`config.mk`:
```
export PLATFORM = sky130hd
export DESIGN_NAME = board_generator
export DESIGN_NICKNAME = d
export VERILOG_FILES = /design/src/rtl/board_generator.sv
export SDC_FILE = /design/constraint.sdc
export NUM_CORES = 1
export LEC_CHECK = 0
export ABC_AREA = 1
export CORE_AREA = 5 5 90 92
export CTS_BUF_LIST = sky130_fd_sc_hd__clkbuf_2 sky130_fd_sc_hd__clkbuf_4 sky130_fd_sc_hd__clkbuf_8
export CTS_CLUSTER_SIZE = 16
export DETAILED_ROUTE_END_ITERATION = 8
export DIE_AREA = 0 0 95 97
export HOLD_SLACK_MARGIN = 0.06
export PLACE_DENSITY = 0.68
export SLEW_MARGIN = 15
export SYNTH_ARGS = -nofsm -noshare
export SYNTH_HDL_FRONTEND = slang
export SYNTH_SLANG_ARGS = --single-unit
```
`constraint.sdc`:
```
create_clock -name clk -period 3.2 [get_ports clk]
set_clock_uncertainty 0.15 [all_clocks]
set_input_delay 0.32 -clock clk [delete_from_list [all_inputs] [get_ports clk]]
set_output_delay 0.32 -clock clk [all_outputs]
set_load 0.05 [all_outputs]
```
`src/rtl/board_generator.sv`:
```
// Minesweeper board generator: clears the board, then places distinct LFSR-chosen mines.
// Optional safe-cell exclusion is enabled by defining BOARDGEN_SAFE_CELL_EN.
module board_generator #(
  parameter int DATA_WIDTH    = 32,
  parameter int ADDRESS_WIDTH = 10,
  parameter int CELLS         = 25,
  parameter int NUM_MINES     = 5,
  parameter int MINE_CODE     = 10,
  parameter int EMPTY_CODE    = 15
) (
  input  logic                     clk,
  input  logic                     rst_n,
  input  logic                     start,
  input  logic [15:0]              seed,
  input  logic [ADDRESS_WIDTH-1:0] safe_cell,
  input  logic [DATA_WIDTH-1:0]    rdata,
  output logic                     wEn,
  output logic [ADDRESS_WIDTH-1:0] addr,
  output logic [DATA_WIDTH-1:0]    dataIn,
  output logic                     busy,
  output logic                     done,
  output logic [$clog2(CELLS):0]   mines_placed
);

  localparam int IDXW = $clog2(CELLS);
  localparam logic [IDXW:0]   NCELL = (IDXW+1)'(CELLS);
  localparam logic [IDXW:0]   NMINE = (IDXW+1)'(NUM_MINES);
  localparam logic [IDXW-1:0] LAST  = IDXW'(CELLS - 1);

  typedef enum logic [2:0] {
    IDLE, CLEAR, PICK, PROBE, PLACE, FIN
  } state_t;

  state_t          state;
  logic [15:0]     lfsr;
  logic [15:0]     lfsr_nxt;
  logic [IDXW-1:0] idx;
  logic [IDXW-1:0] cand;
  logic [IDXW-1:0] pick;
  logic [IDXW:0]   cnt;
  logic            bad_safe;
  logic            reject;

  assign lfsr_nxt = {lfsr[14:0], lfsr[15] ^ lfsr[13] ^ lfsr[12] ^ lfsr[10]};
  assign pick     = lfsr_nxt[IDXW-1:0];

`ifdef BOARDGEN_SAFE_CELL_EN
  logic [ADDRESS_WIDTH-1:0] safe_q;

  // Remember the protected cell for the whole generation run
  always_ff @(posedge clk or negedge rst_n) begin
    if (!rst_n)
      safe_q <= '0;
    else if (state == IDLE && start)
      safe_q <= safe_cell;
  end

  assign bad_safe = (ADDRESS_WIDTH'(pick) == safe_q);
`else
  logic unused_safe;
  assign unused_safe = ^safe_cell;
  assign bad_safe    = 1'b0;
`endif

  assign reject = ({1'b0, pick} >= NCELL) || bad_safe;

  // Main sequencer: clear pass, then pick/probe/place loop
  always_ff @(posedge clk or negedge rst_n) begin
    if (!rst_n) begin
      state <= IDLE;
      lfsr  <= 16'hACE1;
      idx   <= '0;
      cand  <= '0;
      cnt   <= '0;
    end else begin
      unique case (state)
        IDLE: begin
          if (start) begin
            lfsr  <= (seed == '0) ? 16'hACE1 : seed;
            cnt   <= '0;
            idx   <= '0;
            state <= CLEAR;
          end
        end
        CLEAR: begin
          idx <= idx + 1'b1;
          if (idx == LAST)
            state <= PICK;
        end
        PICK: begin
          lfsr <= lfsr_nxt;
          if (!reject) begin
            cand  <= pick;
            state <= PROBE;
          end
        end
        PROBE: begin
          if (rdata == DATA_WIDTH'(MINE_CODE))
            state <= PICK;
          else
            state <= PLACE;
        end
        PLACE: begin
          cnt <= cnt + 1'b1;
          if (cnt + 1'b1 == NMINE)
            state <= FIN;
          else
            state <= PICK;
        end
        FIN:     state <= IDLE;
        default: state <= IDLE;
      endcase
    end
  end

  // Memory port decoded from registered state so it is stable all cycle
  always_comb begin
    wEn    = 1'b0;
    addr   = '0;
    dataIn = '0;
    unique case (state)
      CLEAR: begin
        wEn    = 1'b1;
        addr   = ADDRESS_WIDTH'(idx);
        dataIn = DATA_WIDTH'(EMPTY_CODE);
      end
      PROBE: begin
        addr = ADDRESS_WIDTH'(cand);
      end
      PLACE: begin
        wEn    = 1'b1;
        addr   = ADDRESS_WIDTH'(cand);
        dataIn = DATA_WIDTH'(MINE_CODE);
      end
      default: begin
        wEn    = 1'b0;
      end
    endcase
  end

  assign busy         = (state == CLEAR) || (state == PICK) ||
                        (state == PROBE) || (state == PLACE);
  assign done         = (state == FIN);
  assign mines_placed = cnt;

endmodule
```
## Yosys cells after proc, flatten, opt, wreduce, memory -nomap -nowiden

Index checks and enable logic that the tools add are counted.

- Equal/unequal tests: 11
- Reduce and logical (&&, ||, !) cells: 15
- Add/sub/neg operators: 2
- Bitwise logic cells: 4
- Muxes and demuxes: 16
- Order comparisons: 1

Operator list:

| cell | number |
|---|---|
| == test 32 x 4 -> 1 bit, second input constant | 1 |
| two-way mux 16 bit | 2 |
| case mux 16 bit (2 select lines) | 1 |
| case mux 5 bit (2 select lines) | 2 |
| logical NOT 16 bit | 1 |
| two-way mux 3 bit | 5 |
| case mux 3 bit (5 select lines) | 1 |
| case mux 6 bit (2 select lines) | 1 |
| case mux 4 bit (2 select lines) | 1 |
| AND reduction 2 bit | 4 |
| adder 6 x 1 -> 6 bit, second input constant | 1 |
| == test 3 x 2 -> 1 bit, second input constant | 2 |
| == test 3 bit, second input constant | 2 |
| == test 6 x 3 -> 1 bit, second input constant | 1 |
| two-way mux 6 bit | 1 |
| inequality test 2 bit, second input constant | 3 |
| nonzero test 2 bit | 3 |
| adder 5 x 1 -> 5 bit, second input constant | 1 |
| == test 5 bit, second input constant | 1 |
| >= comparator 5 bit, second input constant | 1 |
| two-way mux 5 bit | 1 |
| OR reduction 2 bit | 2 |
| == test 3 x 1 -> 1 bit, second input constant | 1 |
| logical NOT 3 bit | 1 |
| other kinds (5) | 9 |

- Input bits: 61
- Logic and storage cells: 54
- Output and inout port bits: 51
- Bits in registers: 35

## Depth between registers and ports, before layout

Gate-level depths: netlist of run 1.

- Word-level depth: 6
- Mapped depth: 12
- Depth with buffers taken out: 12

## Least setup slack after synthesis of run 1

No wires, ideal clock.

- Path kind: register to output
- Start: register state[1]
- End: output addr[0]
- Cell stages (with the launch flop): 5
- Slack: 0.846 ns
- Arrival time: 1.884 ns
- Buffers on the path: 1
- Data required time: 2.730 ns
- Path through: dfrtp_1 -> inv_2 -> nand3_2 -> buf_2 -> o21ai_0

- Longest elaborated chain between the ends: 3
- Elaborated cells between the ends (all ways): 5
- Those cells by class: 3 x eq/ne; 1 x mux; 1 x reduce/logical

RTL lines:

| element | RTL line | source |
|---|---|---|
| from (decl) | 34 | `state_t state;` |
| from (signal assigned) | 70 | `state <= IDLE;` |
| from (signal assigned) | 82 | `state <= CLEAR;` |
| from (signal assigned) | 88 | `state <= PICK;` |
| == test 3 x 2 -> 1 bit / == test 3 bit (equally long branches) | 121 | `unique case (state)` |
| OR reduction 2 bit (no source line) | - |  |
| case mux 5 bit (2 select lines) (*) | 121 |  |
| to (decl) | 18 | `output logic [ADDRESS_WIDTH-1:0] addr,` |

Every way passes the cells marked *; elsewhere a longest branch is shown, timed or not.

## Final worst setup path of run 1

- Start: register state[1]
- End: output dataIn[3]

- Longest elaborated chain between the ends: 2
- Elaborated cells between the ends (all ways): 3
- Those cells by class: 2 x eq/ne; 1 x mux

RTL lines:

| element | RTL line | source |
|---|---|---|
| == test 3 bit / == test 3 x 1 -> 1 bit (equally long branches) | 121 |  |
| case mux 4 bit (2 select lines) (*) | 121 |  |
| to (decl) | 19 | `output logic [DATA_WIDTH-1:0] dataIn,` |

Marked as above.

==> impl_metrics.json, run 1 <==
{
  "finalSetupViolations": 0,
  "cts_sinks": 35,
  "clk_latency_ns": 0.28,
  "diodes": 0,
  "dr.pass1.iters": 4,
  "slew_headroom": 0.662,
  "fp.dieArea_um2": 9220,
  "synth_top_area_cell": "dfrtp_1",
  "drv_slew": 0,
  "synth_top_family_by_area": "simple AND/OR/NAND/NOR gates",
  "ys_types": 37,
  "syn_to_final_growth_pct": 31.1,
  "power.density_nw_per_um2": 864,
  "crit_slowest_cell": "clkdlybuf4s50_1",
  "rsz0062_at_grt": "no",
  "status": "finished, final reports clean",
  "grt_max_degree": 36,
  "grt_pass1_wl_um": 9430,
  "crit_top_cell": "nand2_1",
  "std_cell_rows": 31,
  "hold_viol": 0,
  "synth_area_um2": 2440,
  "gp_congestion": 0.806,
  "drt-total-wl_um": 5670,
  "crit_buf_inv": 4,
  "fmax_mhz": 354,
  "synthArstFlopShare": 1.00,
  "clock_path_buffers": 2,
  "ys_top_cells_by_count": "nand2_1, inv_1, buf_4",
  "antenna_found_initial": 0,
  "finalCritPeriodShare": 0.883,
  "end_kind": "primary output",
  "tightest_slew_ns": 0.505,
  "synth-seq-cells": 35,
  "vdd.ir_drop.worst_mv": 0.337,
  "core_um2": 7140,
  "post_cts_resized": 0,
  "cap_viol_max_count": 0,
  "cts_setup_buffers": 0,
  "port_buffers": 68,
  "clk_pin_slew_ns": 0.07,
  "initial_core_util": 0.342,
  "io_pins": 112,
  "drc_errors": 0,
  "yosysMostFrequentCell": "nand2_1",
  "root_buffer": "clkbuf_8",
  "critPathMaxFanout": 11,
  "synth-compound-area-share": 0.121,
  "dr.first_iter.drc_count": 88,
  "synthAdderAreaFrac": 0.0205,
  "die_x_um": 95,
  "syn-instance-count": 325,
  "cts_buffers": 5,
  "ys.warnings.count": 0,
  "cp_data_required_time_ns": 2.73,
  "final_layout_size_suffix_gt1_frac": 0.104,
  "arrival_ns": 2.36,
  "yosysSeqAreaShare": 0.363,
  "cts_max_level": 2,
  "holdWs_ns": 0.299,
  "grtUsageTotal": 0.124,
  "wl_per_cell_um": 11.5,
  "start_kind": "flip-flop",
  "gr-total-overflow": 0,
  "ant_nets": 0,
  "muxShareOfSynthArea": 0,
  "fin_nets": 459,
  "crit_chain": "inv_2 -> nand2_1 -> nor2_1 -> buf_4 -> inv_1 -> nand2_1 -> clkdlybuf4s50_1",
  "grt_pass1_vias": 2128,
  "finalSetupTns_ns": 0,
  "synth-main-ff-cell": "dfrtp_1",
  "syn_avg_cell_area_um2": 7.50,
  "synth_top_area_share": 0.277,
  "cts_tree": "built",
  "hold_path_class": "in2async",
  "synthSimpleGateAreaFrac": 0.282,
  "hpwl_um": 4510,
  "synth_edf_count": 0,
  "synth_top_cells_by_area": "dfrtp_1, nand2_1, buf_4, dfstp_2, inv_1",
  "synthXorXnorAreaFrac": 0.0139,
  "critical_path_class": "reg2out",
  "vias": 2150,
  "period_minus_slack_ns": 2.83,
  "via_per_inst": 4.35,
  "leakagePower_uw": 0.00150,
  "dieHeight_um": 97,
  "cts-hold-fix-buffers": 0,
  "crit_family": "buffers and inverters",
  "max_stage_delay_ns": 0.83
}
==> flip-flops by register name, summed over array words and instances (netlist names) <==
register      flops
mines_placed      6
idx               5
cand              5
state             3
lfsr             16
==> area by class of cell <==
type,count,area (µm²)
inverters,47,181
clock buffers,5,68.8
repair buffers,71,703
well taps,99,124
multi-input cells,234,1190
fillers,744,3940
clock inverters,3,43.8
flip-flops and latches,35,886
==> worst register-to-register path: cells and delay by family, from the launching register on <==
| family | cells | cell delay (ns) |
|---|---|---|
| and+or+nand+nor | 5 | 0.50 |
| AOI/OAI and AO/OA | 1 | 0.17 |
| buffers and inverters | 2 | 0.41 |
| DFF | 1 | 0.41 |
==> where the power goes <==
part	internal (µW)	total [µW]	switching, µW	leakage, µW
Combinational	513	1580	1060	0.00101
Clock	232	395	163	0.0000581
Sequential	658	789	131	0.000432
==> worst paths after layout <==
path	cells after the start	start	endpoint	slack [ns]
max in group asynchronous	2	rst_n	lfsr[0]	2.26
min	2	rst_n	mines_placed[1]	0.30
max	7	state[1]	dataIn[3]	0.37
min reg2reg	2	lfsr[6]	lfsr[6]	0.32
max reg2reg	8	state[1]	state[1]	1.47
min in group clk	2	lfsr[6]	lfsr[6]	0.32
==> kinds of logic (layout without fill, tap and decap cells) <==
family          count (synthesis)  in the layout
flops                          35             35
fa+ha+maj                       4              4
simple gates                  144            144
other cells                     1             33
buf+inv                        88            126
compound gates                 50             50
xor+xnor                        3              3
==> through the flow <==
stage                      util  power, µW  worst slack [ns]  std cells  instance area, µm²
after floorplan               -       2010             0.846        357                2560
after global placement    0.432       2350             0.724        486                3080
after detailed placement  0.432       2380             0.662        486                3080
after CTS                 0.448       2790             0.335        494                3200
after global routing      0.448       2970             0.243        494                3200
final                     0.448       2760             0.374        494                3200
==> layer usage <==
metal | vias up | track usage | wire [µm]
li1 | 1109 | - | -
met1 | 965 | 0.152 | 2520
met2 | 74 | 0.209 | 2640
met3 | 2 | 0.0380 | 479
met4 | 0 | 0.0333 | 29
met5 | - | 0 | 0
==> cell usage in the layout (no fill, tap or decap), drive strengths merged, types with 6 or more instances in the layout <==
master / Yosys / layout
nand4: 7 / 7
clkdlybuf4s50: 0 / 68
nor2: 35 / 35
dfstp: 8 / 8
inv: 47 / 47
nand2: 79 / 79
o22ai: 6 / 6
nand3: 10 / 10
nor3: 6 / 6
dfrtp: 27 / 27
o21ai: 31 / 31
a22oi: 7 / 7
conb: 1 / 33
Power figures use the tool's default switching activity.
==> inputs of run 2 (changes only) <==
REMOVE_ABC_BUFFERS = 1   (was unset)
==> run 2 against run 1 <==
Compared with the run above:
- routed wire length is 2.2% higher
- power is 0.44% higher
- fmax is 5.1% lower
- worst hold slack worse by 0.0024 ns
- non-clock buffer count stayed put
- setup slack worse by 0.15 ns
- clock power is 5.1% higher
- final cell count stayed put
- critical path depth stayed put
- critical endpoint is now addr[4]
==> impl_metrics.json, run 2 (synthesis gave the netlist of run 1 again) <==
{
  "status": "finished, final reports clean",
  "gp_congestion": 0.800,
  "grt_pass1_vias": 2131,
  "cp_data_required_time_ns": 2.73,
  "fmax_mhz": 336,
  "syn_to_final_growth_pct": 31.3,
  "finalCritPeriodShare": 0.931,
  "via_per_inst": 4.46,
  "cts_sinks": 35,
  "finalSetupViolations": 0,
  "hold_viol": 0,
  "fp.dieArea_um2": 9220,
  "io_pins": 112,
  "drv_slew": 0,
  "drt-total-wl_um": 5800,
  "holdWs_ns": 0.297,
  "finalSetupTns_ns": 0,
  "cap_viol_max_count": 0,
  "grt_max_degree": 36,
  "cts-hold-fix-buffers": 0,
  "post_cts_resized": 0,
  "tightest_slew_ns": 0.509,
  "grt_pass1_wl_um": 9320,
  "cts_setup_buffers": 0,
  "dr.pass1.iters": 4,
  "start_kind": "flip-flop",
  "cts_max_level": 2,
  "rsz0062_at_grt": "no",
  "final_cell_mix": "nand2_1, clkdlybuf4s50_1, inv_1",
  "arrival_ns": 2.51,
  "diodes": 0,
  "end_kind": "primary output",
  "critical_path_class": "reg2out",
  "clk_pin_slew_ns": 0.08,
  "fin_nets": 459,
  "gr-total-overflow": 0,
  "period_minus_slack_ns": 2.98,
  "slew_headroom": 0.660,
  "vdd.ir_drop.worst_mv": 0.252,
  "mostFrequentLayoutCell": "nand2_1",
  "grtUsageTotal": 0.121,
  "hpwl_um": 4570,
  "die_x_um": 95,
  "initial_core_util": 0.342,
  "root_buffer": "clkbuf_8",
  "cts_tree": "built",
  "leakagePower_uw": 0.00150,
  "cts_buffers": 5,
  "hold_path_class": "in2async",
  "ant_nets": 0,
  "drc_errors": 0,
  "std_cell_rows": 31,
  "core_um2": 7140,
  "port_buffers": 68,
  "clk_latency_ns": 0.29,
  "critPathMaxFanout": 7,
  "wl_per_cell_um": 11.7,
  "final_layout_size_suffix_gt1_frac": 0.104,
  "vias": 2204,
  "power.density_nw_per_um2": 866,
  "dieHeight_um": 97,
  "dr.first_iter.drc_count": 96,
  "antenna_found_initial": 0,
  "clock_path_buffers": 2,
  "regMostFlops": "lfsr",
  "largest_reg_flops": 16
}
## run 2: changes by cell type in the layout (fill, tap and decap cells not counted), sizes merged
cell / change
clkbuf: +1
clkinv: -1
## run 2: worst max-delay path, cell delays in order (launching register included)
cell,delay [ns]
dfrtp_1,0.40
inv_2,0.17
nand2_1,0.09
nor2_1,0.29
buf_4,0.22
o21ai_0,0.09
o21ai_0,0.10
clkdlybuf4s50_1,0.84
## run 2: worst paths after layout
| path | cells past startpoint | slack [ns] | from | to |
|---|---|---|---|---|
| hold / removal | 2 | 0.30 | rst_n | cand[2] |
| hold reg to reg | 2 | 0.32 | lfsr[5] | lfsr[5] |
| setup / recovery | 7 | 0.22 | state[1] | addr[4] |
| max in group asynchronous | 2 | 2.25 | rst_n | lfsr[6] |
| setup reg to reg | 12 | 1.44 | mines_placed[0] | state[1] |
| min in group clk | 2 | 0.32 | lfsr[5] | lfsr[5] |
## run 2: final cells by class
class / count / area, µm²
timing repair buffer: 71 / 703
fill: 739 / 3940
clock buffer: 6 / 82.6
tap: 99 / 124
inverter: 47 / 181
sequential: 35 / 886
clock inverter: 2 / 35.0
multi-input combinational: 234 / 1190
## run 2: stage by stage
| step | cell area [µm²] | instances | power, µW | setup WS (ns) | utilization |
|---|---|---|---|---|---|
| 2_1_floorplan | 2260 | 316 | 1920 | 0.561 | - |
| 3_3_place_gp | 3080 | 486 | 2350 | 0.575 | 0.432 |
| 3_5_place_dp | 3080 | 486 | 2380 | 0.534 | 0.432 |
| 4_1_cts | 3200 | 494 | 2810 | 0.202 | 0.449 |
| 5_1_grt | 3200 | 494 | 2990 | 0.0185 | 0.449 |
| 6_report | 3200 | 494 | 2770 | 0.222 | 0.449 |
## run 2: power by group
| part | total, µW | switching, µW | leakage [µW] | internal (µW) |
|---|---|---|---|---|
| sequential | 787 | 128 | 0.000432 | 658 |
| clock | 415 | 162 | 0.0000612 | 252 |
| combinational | 1570 | 1060 | 0.00101 | 512 |
## run 2: metal layers
| layer | wire length (µm) | vias up | track usage |
|---|---|---|---|
| met2 | 2750 | 84 | 0.215 |
| met4 | 53 | 0 | 0.0266 |
| met5 | 0 | - | 0 |
| met3 | 669 | 5 | 0.0403 |
| li1 | - | 1112 | - |
| met1 | 2320 | 1003 | 0.139 |
==> inputs of run 3 (changes only) <==
CELL_PAD_IN_SITES_DETAIL_PLACEMENT = 1   (was unset)
CELL_PAD_IN_SITES_GLOBAL_PLACEMENT = 2   (was unset)
CORE_AREA = 5 5 107 109   (was 5 5 90 92)
DIE_AREA = 0 0 112 114   (was 0 0 95 97)
PLACE_DENSITY = unset   (was 0.68)
PLACE_DENSITY_LB_ADDON = 0.1   (was unset)
REMOVE_ABC_BUFFERS = unset   (was 1)
==> run 3 against run 2 <==
Compared with the run above:
- via count increased by 0.23%
- sequential cell count is the same
- sequential share of layout area shrank 0.44 points
- die area grew 39%
- non-clock buffer count did not move
- clock power increased by 3%
- power is 2.1% higher
- critical endpoint is now addr[1]
- largest cell class unchanged
==> impl_metrics.json, run 3 (synthesis gave the netlist of run 1 again) <==
{
  "status": "finished, final reports clean",
  "fp.dieArea_um2": 12800,
  "mostFrequentLayoutCell": "nand2_1",
  "dr.first_iter.drc_count": 53,
  "rsz0062_at_grt": "no",
  "arrival_ns": 2.35,
  "via_per_inst": 4.13,
  "worst_slack_ns": 0.383,
  "max_stage_delay_ns": 0.84,
  "start_kind": "flip-flop",
  "cts-hold-fix-buffers": 0,
  "cts_setup_buffers": 0,
  "antenna_found_initial": 0,
  "final_layout_size_suffix_gt1_frac": 0.104,
  "grt_pass1_vias": 2377,
  "grt_pass1_wl_um": 11700,
  "gp_congestion": 0.758,
  "cap_viol_max_count": 0,
  "fmax_mhz": 355,
  "cts_sinks": 35,
  "core_um2": 10500,
  "end_kind": "primary output",
  "crit_chain": "inv_2 -> nand2_1 -> nor2_1 -> buf_4 -> o21ai_0 -> o21ai_0 -> clkdlybuf4s50_1",
  "clk_pin_slew_ns": 0.08,
  "die_x_um": 112,
  "initial_core_util": 0.232,
  "port_buffers": 68,
  "finalCritPeriodShare": 0.880,
  "critPathMaxFanout": 10,
  "holdWs_ns": 0.302,
  "wl_per_cell_um": 13.2,
  "crit_top_cell": "o21ai_0",
  "drc_errors": 0,
  "std_cell_rows": 38,
  "diodes": 0,
  "vias": 2209,
  "multi_input_area_um2": 1190,
  "fin_nets": 459,
  "fillers": 1280,
  "gr-total-overflow": 0,
  "place_ws_ns": 0.680,
  "power_uw": 2830,
  "period_minus_slack_ns": 2.82,
  "tightest_slew_ns": 0.524,
  "leakagePower_uw": 0.00150,
  "hold_path_class": "in2async",
  "syn_to_final_growth_pct": 33.4,
  "final_cell_mix": "nand2_1, clkdlybuf4s50_1, inv_1",
  "dieHeight_um": 114,
  "critical_path_class": "reg2out",
  "grt_max_degree": 36,
  "hold_viol": 0,
  "power.density_nw_per_um2": 871,
  "hpwl_um": 5460,
  "post_cts_resized": 0,
  "grtUsageTotal": 0.112,
  "cts_tree": "built",
  "cts_max_level": 2,
  "vdd.ir_drop.worst_mv": 0.403,
  "ant_nets": 0,
  "crit_slowest_cell": "clkdlybuf4s50_1",
  "finalSetupViolations": 0,
  "clk_latency_ns": 0.30,
  "largest_reg_flops": 16,
  "cts_buffers": 5,
  "io_pins": 112,
  "root_buffer": "clkbuf_8",
  "cp_data_required_time_ns": 2.73,
  "finalSetupTns_ns": 0,
  "dr.pass1.iters": 4,
  "regMostFlops": "lfsr",
  "drt-total-wl_um": 7060,
  "slew_headroom": 0.649,
  "register_area_um2": 886,
  "drv_slew": 0,
  "clock_path_buffers": 2
}
==> run 3: cell counts in the layout (fill, tap and decap cells not counted) <==
No cell type changed its count.
==> run 3: worst paths after layout <==
kind / cells after the start / slack (ns) / endpoint / startpoint
setup / recovery: 7 / 0.38 / addr[1] / state[1]
hold / removal: 2 / 0.30 / lfsr[8] / rst_n
setup reg to reg: 12 / 1.42 / state[1] / mines_placed[0]
hold reg to reg: 2 / 0.32 / lfsr[5] / lfsr[5]
max in group asynchronous: 2 / 2.23 / lfsr[10] / rst_n
min in group clk: 2 / 0.32 / lfsr[5] / lfsr[5]
==> run 3: worst max-delay path: cells and delay by family (launching register included) <==
family | cells | cell delay [ns]
AO/OA/AOI/OAI | 2 | 0.20
AND/OR/NAND/NOR | 2 | 0.22
buffers and inverters | 3 | 1.22
flip-flops | 1 | 0.40
==> run 3: metal layers <==
layer,vias to the layer above,GRT usage,share of wire
met4,0,0.0393,0.017
met1,1013,0.145,0.47
met5,-,0,0
met3,12,0.0260,0.055
li1,1110,-,-
met2,74,0.185,0.45
==> run 3: through the flow <==
step,utilization,std cells,cell area (µm²)
2_1_floorplan,-,357,2560
3_3_place_gp,0.298,527,3140
3_5_place_dp,0.298,527,3140
4_1_cts,0.310,535,3250
5_1_grt,0.310,535,3250
6_report,0.310,535,3250
==> run 3: report_power, final <==
| group | total, µW | leakage (µW) | internal, µW | switching [µW] |
|---|---|---|---|---|
| sequential | 790 | 0.000432 | 658 | 132 |
| combinational | 1610 | 0.00101 | 513 | 1100 |
| clock | 428 | 0.0000612 | 252 | 176 |
| total | 2830 | 0.00150 | 1420 | 1410 |
==> run 3: layout make-up <==
cell class / instances / area share
tap: 140 / 0.0538
clock inverter: 2 / 0.0108
timing repair buffer: 71 / 0.216
inverter: 47 / 0.0558
clock buffer: 6 / 0.0254
sequential: 35 / 0.272
multi-input combinational: 234 / 0.366
